`config.mk`:
```
export PLATFORM = sky130hd
export DESIGN_NAME = rle_dec_flat
export DESIGN_NICKNAME = d
export VERILOG_FILES = /design/src/rtl/rle_dec_if.sv /design/src/rtl/rle_dec.sv /design/src/flat_wrapper.sv
export SDC_FILE = /design/constraint.sdc
export NUM_CORES = 1
export LEC_CHECK = 0
export BUFFER_PORTS_ARGS = -buffer_cell sky130_fd_sc_hd__buf_4
export CAP_MARGIN = 25
export CELL_PAD_IN_SITES_DETAIL_PLACEMENT = 1
export CELL_PAD_IN_SITES_GLOBAL_PLACEMENT = 1
export CORE_ASPECT_RATIO = 1.1
export CORE_MARGIN = 3
export CORE_UTILIZATION = 44
export CTS_CLUSTER_DIAMETER = 120
export DETAILED_ROUTE_END_ITERATION = 10
export PLACE_DENSITY_LB_ADDON = 0.05
export SYNTH_ARGS = -nofsm -noshare
export SYNTH_HDL_FRONTEND = slang
export SYNTH_SLANG_ARGS = --single-unit
```
`constraint.sdc`:
```
create_clock -name clk -period 3.8 [get_ports clk]
set_input_delay 0 -clock clk [delete_from_list [all_inputs] [get_ports clk]]
set_output_delay 0 -clock clk [all_outputs]
set_load 0.005 [all_outputs]
```
`src/rtl/rle_dec_if.sv`:
```
// Run-length decoder FIFO-side bundle: input FIFO pop port, output FIFO
// push port, end-of-stream flag and completion flag.
interface rle_dec_if #(
    parameter int CNT_W = 23
);
    logic             recv_ready;
    logic             rd_req;
    logic [CNT_W:0]   in_data;
    logic             send_ready;
    logic             wr_req;
    logic [7:0]       out_data;
    logic             end_of_stream;
    logic             done;

    // Decoder side: pops run words, pushes bytes.
    modport master (
        input  recv_ready,
        input  in_data,
        input  send_ready,
        input  end_of_stream,
        output rd_req,
        output wr_req,
        output out_data,
        output done
    );

    // FIFO / environment side.
    modport slave (
        output recv_ready,
        output in_data,
        output send_ready,
        output end_of_stream,
        input  rd_req,
        input  wr_req,
        input  out_data,
        input  done
    );
endinterface

```
`src/rtl/rle_dec.sv`:
```
// Run-length decoder: pops {bit, length} run words from an input FIFO,
// expands each run one bit per cycle into a byte buffer (LSB first) and
// pushes completed bytes to an output FIFO. On end-of-stream any partial
// byte is flushed zero-padded, after which done is raised and held.
module rle_dec #(
    parameter int CNT_W = 23
) (
    input  logic     clk,
    input  logic     rst,
    rle_dec_if.master bus
);

    typedef enum logic [2:0] {
        ST_IDLE  = 3'd0,
        ST_REQ   = 3'd1,
        ST_WAIT  = 3'd2,
        ST_LOAD  = 3'd3,
        ST_SHIFT = 3'd4,
        ST_EMIT  = 3'd5,
        ST_WOUT  = 3'd6,
        ST_DONE  = 3'd7
    } state_t;

    localparam logic [CNT_W-1:0] CNT_ZERO = {CNT_W{1'b0}};
    localparam logic [CNT_W-1:0] CNT_ONE  = {{(CNT_W-1){1'b0}}, 1'b1};

    state_t           state_r;
    state_t           state_nx_s;

    logic [CNT_W-1:0] count_r;
    logic             value_r;
    logic [3:0]       bit_ptr_r;
    logic [7:0]       byte_buf_r;
    logic             flush_r;

    logic             rd_req_r;
    logic             wr_req_r;
    logic [7:0]       out_data_r;
    logic             done_r;

    logic [CNT_W-1:0] ld_cnt_s;
    logic [CNT_W-1:0] count_dec_s;
    logic [3:0]       bit_ptr_inc_s;
    logic             flush_set_s;

    // Run length field of the word presented by the input FIFO.
    assign ld_cnt_s = bus.in_data[CNT_W-1:0];

    // Saturating decrement and bit-pointer increment used by SHIFT.
    always_comb begin
        bit_ptr_inc_s = bit_ptr_r + 4'd1;
        if (count_r != CNT_ZERO) begin
            count_dec_s = count_r - CNT_ONE;
        end else begin
            count_dec_s = count_r;
        end
    end

    // Next-state logic of the decode FSM.
    always_comb begin
        state_nx_s  = state_r;
        flush_set_s = 1'b0;
        case (state_r)
            ST_IDLE: begin
                state_nx_s = ST_REQ;
            end
            ST_REQ: begin
                // A pending word always takes priority over end of stream.
                if (bus.recv_ready) begin
                    state_nx_s = ST_WAIT;
                end else if (bus.end_of_stream) begin
                    if (bit_ptr_r != 4'd0) begin
                        state_nx_s  = ST_EMIT;
                        flush_set_s = 1'b1;
                    end else begin
                        state_nx_s = ST_DONE;
                    end
                end else begin
                    state_nx_s = ST_REQ;
                end
            end
            ST_WAIT: begin
                state_nx_s = ST_LOAD;
            end
            ST_LOAD: begin
                // Zero-length runs carry no bits and are dropped.
                if (ld_cnt_s == CNT_ZERO) begin
                    state_nx_s = ST_REQ;
                end else begin
                    state_nx_s = ST_SHIFT;
                end
            end
            ST_SHIFT: begin
                // A full byte wins; the remaining count resumes after the emit.
                if (bit_ptr_inc_s == 4'd8) begin
                    state_nx_s = ST_EMIT;
                end else if (count_dec_s == CNT_ZERO) begin
                    state_nx_s = ST_REQ;
                end else begin
                    state_nx_s = ST_SHIFT;
                end
            end
            ST_EMIT: begin
                if (bus.send_ready) begin
                    state_nx_s = ST_WOUT;
                end else begin
                    state_nx_s = ST_EMIT;
                end
            end
            ST_WOUT: begin
                if (flush_r) begin
                    state_nx_s = ST_DONE;
                end else if (count_r != CNT_ZERO) begin
                    state_nx_s = ST_SHIFT;
                end else begin
                    state_nx_s = ST_REQ;
                end
            end
            ST_DONE: begin
                state_nx_s = ST_DONE;
            end
            default: begin
                state_nx_s = ST_IDLE;
            end
        endcase
    end

    // FSM state register.
    always_ff @(posedge clk or negedge rst) begin
        if (!rst) begin
            state_r <= ST_IDLE;
        end else begin
            state_r <= state_nx_s;
        end
    end

    // Run latch, bit expansion into the byte buffer, and buffer clear on emit.
    always_ff @(posedge clk or negedge rst) begin
        if (!rst) begin
            value_r    <= 1'b0;
            count_r    <= CNT_ZERO;
            bit_ptr_r  <= 4'd0;
            byte_buf_r <= 8'h00;
        end else begin
            case (state_r)
                ST_LOAD: begin
                    value_r <= bus.in_data[CNT_W];
                    count_r <= ld_cnt_s;
                end
                ST_SHIFT: begin
                    byte_buf_r[bit_ptr_r[2:0]] <= value_r;
                    bit_ptr_r                  <= bit_ptr_inc_s;
                    count_r                    <= count_dec_s;
                end
                ST_WOUT: begin
                    byte_buf_r <= 8'h00;
                    bit_ptr_r  <= 4'd0;
                end
                default: begin
                    byte_buf_r <= byte_buf_r;
                end
            endcase
        end
    end

    // Remember that the current emit is the final end-of-stream flush.
    always_ff @(posedge clk or negedge rst) begin
        if (!rst) begin
            flush_r <= 1'b0;
        end else if (flush_set_s) begin
            flush_r <= 1'b1;
        end
    end

    // Registered handshake outputs, decoded from the upcoming state.
    always_ff @(posedge clk or negedge rst) begin
        if (!rst) begin
            rd_req_r   <= 1'b0;
            wr_req_r   <= 1'b0;
            done_r     <= 1'b0;
            out_data_r <= 8'h00;
        end else begin
            rd_req_r <= (state_nx_s == ST_WAIT);
            wr_req_r <= (state_nx_s == ST_WOUT);
            done_r   <= (state_nx_s == ST_DONE);
            if ((state_nx_s == ST_WOUT) && (state_r != ST_WOUT)) begin
                out_data_r <= byte_buf_r;
            end
        end
    end

    assign bus.rd_req   = rd_req_r;
    assign bus.wr_req   = wr_req_r;
    assign bus.out_data = out_data_r;
    assign bus.done     = done_r;

endmodule

```
`src/flat_wrapper.sv`:
```
// flat-port wrapper written by rule: the top's interface ports become plain ports
module rle_dec_flat 
#(
    parameter int CNT_W = 23
)
  (clk, rst, bus_recv_ready, bus_in_data, bus_send_ready, bus_end_of_stream, bus_rd_req, bus_wr_req, bus_out_data, bus_done);
  rle_dec_if #(.CNT_W(CNT_W)) bus_i ();
  input  logic clk;
  input  logic rst;
  input wire logic [$bits(bus_i.recv_ready)-1:0] bus_recv_ready;
  input wire logic [$bits(bus_i.in_data)-1:0] bus_in_data;
  input wire logic [$bits(bus_i.send_ready)-1:0] bus_send_ready;
  input wire logic [$bits(bus_i.end_of_stream)-1:0] bus_end_of_stream;
  output wire logic [$bits(bus_i.rd_req)-1:0] bus_rd_req;
  output wire logic [$bits(bus_i.wr_req)-1:0] bus_wr_req;
  output wire logic [$bits(bus_i.out_data)-1:0] bus_out_data;
  output wire logic [$bits(bus_i.done)-1:0] bus_done;
  assign bus_i.recv_ready = bus_recv_ready;
  assign bus_i.in_data = bus_in_data;
  assign bus_i.send_ready = bus_send_ready;
  assign bus_i.end_of_stream = bus_end_of_stream;
  assign bus_rd_req = bus_i.rd_req;
  assign bus_wr_req = bus_i.wr_req;
  assign bus_out_data = bus_i.out_data;
  assign bus_done = bus_i.done;
  rle_dec #(.CNT_W(CNT_W)) u_core (.clk(clk), .rst(rst), .bus(bus_i));
endmodule
```
### Word-level counts from Yosys, hierarchy flattened

Cells that the tools add are included.

| operators by class | value |
|---|---|
| add/subtract/negate cells | 2 |
| order comparisons | 2 |
| eq/ne operators | 12 |
| mux-type cells | 21 |
| reduce and logical (&&, ||, !) cells | 9 |

Operator list:

| cell | number |
|---|---|
| $logic_not 23->1 | 2 |
| $pmux 23 s2 | 1 |
| $pmux 3 s8 | 1 |
| $mux 23 | 1 |
| $reduce_bool 23->1 | 1 |
| $sub 23x1->23 const B | 1 |
| $mux 3 | 7 |
| $eq 3x3->1 const B | 6 |
| $pmux 8 s2 | 1 |
| $eq 3x2->1 const B | 3 |
| $bwmux 8 | 1 |
| $pmux 4 s2 | 1 |
| $mux 1 | 5 |
| $add 4x1->4 const B | 1 |
| $eq 4x4->1 const B | 1 |
| $lt 3x4->1 const B | 1 |
| $mux 2 | 2 |
| $reduce_bool 2->1 | 2 |
| $reduce_bool 4->1 | 1 |
| $demux 1 s3 | 1 |
| $eq 3x1->1 const B | 1 |
| $ge 3x1->1 const B | 1 |
| $logic_not 3->1 | 1 |
| $ne 3x3->1 const B | 1 |
| $logic_and 1x1->1 | 2 |

| word-level totals | value |
|---|---|
| bits in registers | 51 |
| input bits | 29 |
| output and inout port bits | 11 |
| word-level logic and storage cells | 56 |

### Logic depth before layout (Yosys ltp)

| depth | value |
|---|---|
| depth after elaboration | 8 |
| mapped depth | 10 |
| mapped depth without buffers | 8 |

### Least setup slack after synthesis

Ideal clock, no wire load.

| path | value |
|---|---|
| kind | register to register |
| start point | register u_core.count_r[0] |
| end point | register u_core.state_r[0] |
| library setup time | 0.067 ns |
| arrival time | 2.641 ns |
| data required time | 3.733 ns |
| slack | 1.091 ns |
| cell stages (with the launch flop) | 10 |
| buffers on the path | 1 |
| period minus slack after synthesis | 2.709 ns |
| cells stage by stage | dfrtp_1 > inv_1 > ha_1 > or3b_2 > clkbuf_1 > nor3_4 > o21ai_2 > or4_1 > a2111oi_2 > a311o_1 |

| on the way | value |
|---|---|
| cells in the longest elaborated chain, start to end | 6 |
| elaborated cells between the ends (all ways) | 9 |
| classes of those cells | 1 x add/sub; 6 x mux; 2 x reduce/logical |

Ends and longest elaborated chain:

| what | line | RTL |
|---|---|---|
| start, declared | rle_dec.sv:30 | `logic [CNT_W-1:0] count_r;` |
| start signal, assigned | rle_dec.sv:148 | `count_r <= ld_cnt_s;` |
| start signal, assigned | rle_dec.sv:153 | `count_r <= count_dec_s;` |
| $sub 23x1->23 / $reduce_bool 23->1 (equally long branches) | rle_dec.sv:53, rle_dec.sv:52, rle_dec.sv:113 |  |
| $mux 23 | rle_dec.sv:52 | `if (count_r != CNT_ZERO) begin` |
| $logic_not 23->1 | rle_dec.sv:97 | `end else if (count_dec_s == CNT_ZERO) begin` |
| $mux 3 | rle_dec.sv:97 |  |
| $mux 3 | rle_dec.sv:95 | `if (bit_ptr_inc_s == 4'd8) begin` |
| $pmux 3 s8 * | rle_dec.sv:63 | `case (state_r)` |
| net u_core.state_nx_s[0] | rle_dec.sv:28 | `state_t state_nx_s;` |
| end signal, assigned | rle_dec.sv:133 | `state_r <= state_nx_s;` |
| end, declared | rle_dec.sv:27 | `state_t state_r;` |

Mark *: on every way through the listed nets, which the timed path passes. The rest lies on a longest branch.
A chain may end at the register's enable or synchronous reset.

### Final worst setup path

Ends and elaborated chain as after synthesis.

==> impl_metrics.py <==
metrics = {
    "route": {
        "drt_iter0_markers": 145,
        "routed_via_density": 6.16,
        "drcViolationCount": 0,
        "drt-total-wl_um": 10200,
        "first_pass_iters": 4,
        "vias": 3105,
        "postRouteAntennaNets": 0,
        "wl_per_cell_um": 20.2,
    },
    "cts": {
        "numClockSinks": 51,
        "clock_latency_ps": 320,
        "cts_max_path_buffers": 2,
        "path_clk_slew_ps": 110,
        "post_cts_resized": 0,
        "cts_root_buf": "clkbuf_8",
        "htreeDepth": 2,
        "numCtsBuffers": 5,
        "tritoncts": "yes",
    },
    "finish": {
        "syn2layout_area_growth_pct": 21.2,
        "antenna_cells": 0,
        "mostFrequentLayoutCells": "nand2_1, dfrtp_1, buf_4",
        "nets": 455,
        "drive_gt1_frac": 0.145,
        "layout_commonest_cell": "nand2_1",
    },
    "sta": {
        "setup_viol": 0,
        "post-route-min-period_ps": 3060,
        "drv_slew": 0,
        "fin_skew_ps": 7.43,
        "worstMarginPinSlew_ps": 775,
        "timing.final.crit_share": 0.805,
        "rsz0062_at_grt": "false",
        "setup_ws_ps": 740,
        "fin_setup_tns_ps": 0,
        "timing.fmax_ghz": 0.327,
        "slew_headroom": 0.479,
        "hold_viol": 0,
    },
    "floorplanning": {
        "dieHeight_um": 94.4,
        "core_area_um2": 6750,
        "dieArea_um2": 8160,
        "die_w_um": 86.4,
        "start_util": 0.463,
        "fp-row-count": 31,
        "io_pins": 40,
    },
    "worst_setup_path": {
        "critical_path_arrival_ps": 3320,
        "cp-start-kind": "flop",
        "cp.required_ps": 4060,
        "rrSetupSlack_ps": 740,
        "r2r_start": "u_core.count_r[0]",
        "worst-setup-path-type": "flop to flop",
        "cp-endpoint": "u_core.state_r[0]",
        "cp-end-kind": "flop",
        "path_max_fanout": 9,
        "cp-startpoint": "u_core.count_r[0]",
        "worstRegToRegCells": 8,
        "r2r_end": "u_core.state_r[0]",
    },
    "global_routing": {
        "grt_max_degree": 52,
        "grt_pass1_vias": 3252,
        "overflow": 0,
        "antenna_found_initial": 0,
        "track_usage": 0.264,
        "grt_pass1_wl_um": 16800,
    },
    "hold_path": {
        "worst_hold_path_type": "primary input to flop",
        "worstHoldStart": "bus_recv_ready",
    },
    "run": {
        "maxCapViolations": 0,
    },
    "synth": {
        "synth_edf_count": 0,
        "synth-main-ff-cell": "dfrtp_1",
        "yosysSeqAreaShare": 0.408,
        "avgSynthCellArea_um2": 8.45,
        "synth_warnings": 0,
        "syn_area_um2": 3130,
        "ys_seq_elements": 51,
        "async_reset_ff_frac": 1.00,
        "netlist.area_leader.share": 0.408,
        "yosysTopAreaCell": "dfrtp_1",
        "yosys-top-cells-area": "dfrtp_1, nand2_1, o21ai_0, nor4_1, nor2_1",
        "yosysUniqueCellTypes": 57,
        "syn-num-nets": 404,
        "syn_inst": 370,
    },
    "placed_design": {
        "port_buffers": 39,
        "dp_hpwl_um": 7080,
        "gp_congestion": 0.897,
        "dpl_worst_slack_ps": 759,
    },
    "power_and_ir_drop": {
        "leakage_nw": 1.66,
        "vdd_drop_max_mv": 0.338,
        "powerDensity_nw_per_um2": 734,
    },
    "status": {
        "status": "completed",
    },
}
-- routing by layer --
metal,share of wire,global-route usage
met5,0,0
met1,0.40,0.305
met3,0.034,0.0419
met2,0.52,0.467
met4,0.047,0.138
-- worst min-delay path by stage --
stage	end	slack [ps]	cells past startpoint
floorplan	u_core.bit_ptr_r[0]	-300	0
global placement	u_core.bit_ptr_r[3]	80	1
detailed placement	u_core.byte_buf_r[7]	90	1
CTS	u_core.flush_r	20	4
global route	u_core.flush_r	50	4
finish	u_core.flush_r	40	4
-- synthesized netlist by cell type, types with 2 or more instances --
master / number
o21ai_1: 2
inv_1: 11
o211ai_2: 2
a31oi_1: 4
a22oi_1: 5
mux2i_1: 5
nand2_1: 67
nor3b_1: 3
xnor2_1: 5
buf_6: 2
a221o_1: 8
o2111ai_1: 2
dfrtp_1: 51
ha_1: 5
o211ai_1: 3
o311ai_0: 5
nor3_1: 12
nand3_1: 12
a21oi_1: 12
nor4_1: 17
a32oi_1: 2
nor2b_1: 2
or4_4: 2
nand4_1: 4
a21o_1: 4
buf_2: 5
or4_1: 4
nor2_1: 27
clkbuf_1: 16
and2_1: 2
or3_1: 11
o221ai_1: 2
o22ai_1: 2
and3_1: 3
nand2b_1: 4
o21ai_0: 26
-- power by group --
group	total (mW)	switching, mW	internal, mW
combinational	1.38	0.827	0.556
clock	0.349	0.212	0.137
sequential	1.05	0.296	0.754
-- logic make-up after synthesis --
logic type | synth area share
compound gates | 0.202
mux | 0.0196
xor+xnor | 0.0168
flops | 0.408
fa+ha+maj | 0.0200
simple gates | 0.283
buf+inv | 0.0504
-- timing repair --
item                                    in CTS  in global routing
hold buffers                                26                  0
setup buffers                                0                  0
endpoints found under the hold margin       76                  0
endpoints found under the setup margin       0                  0
-- per-stage QoR --
step / cell area, µm² / util / hold WS [ps] / cells / power [mW]
after floorplan: 3130 / - / -296 / 370 / 1.96
after CTS: 3790 / 0.562 / 19.5 / 504 / 2.78
after detailed placement: 3430 / 0.509 / 85.3 / 470 / 2.39
final: 3790 / 0.562 / 37.3 / 504 / 2.78
after global placement: 3430 / 0.509 / 83.5 / 470 / 2.35
after global routing: 3790 / 0.562 / 46.6 / 504 / 3.02
-- registers in the layout, indices dropped and copies added (netlist names), 3 cells and up --
signal               flops
u_core.count_r          23
u_core.state_r           3
u_core.bit_ptr_r         4
u_core.byte_buf_r        8
u_core.bus.out_data      8
-- worst max-delay path, stage by stage (launching register included) --
cell     delay, ps
dfrtp_1        470
inv_1          110
ha_1           150
or4b_1         610
or4_1          750
a21oi_1        190
o22ai_1         90
nor4_1         400
a311o_1        220
-- layout make-up --
class                           count  area [µm²]
Multi-Input combinational cell    283        1690
Clock buffer                        5        68.8
Fill cell                         821        2960
Clock inverter                      3        28.8
Tap cell                           82         103
Inverter                           12        45.0
Timing Repair Buffer               68         576
Sequential cell                    51        1280
No activity file was read; power rests on OpenSTA's default activity.
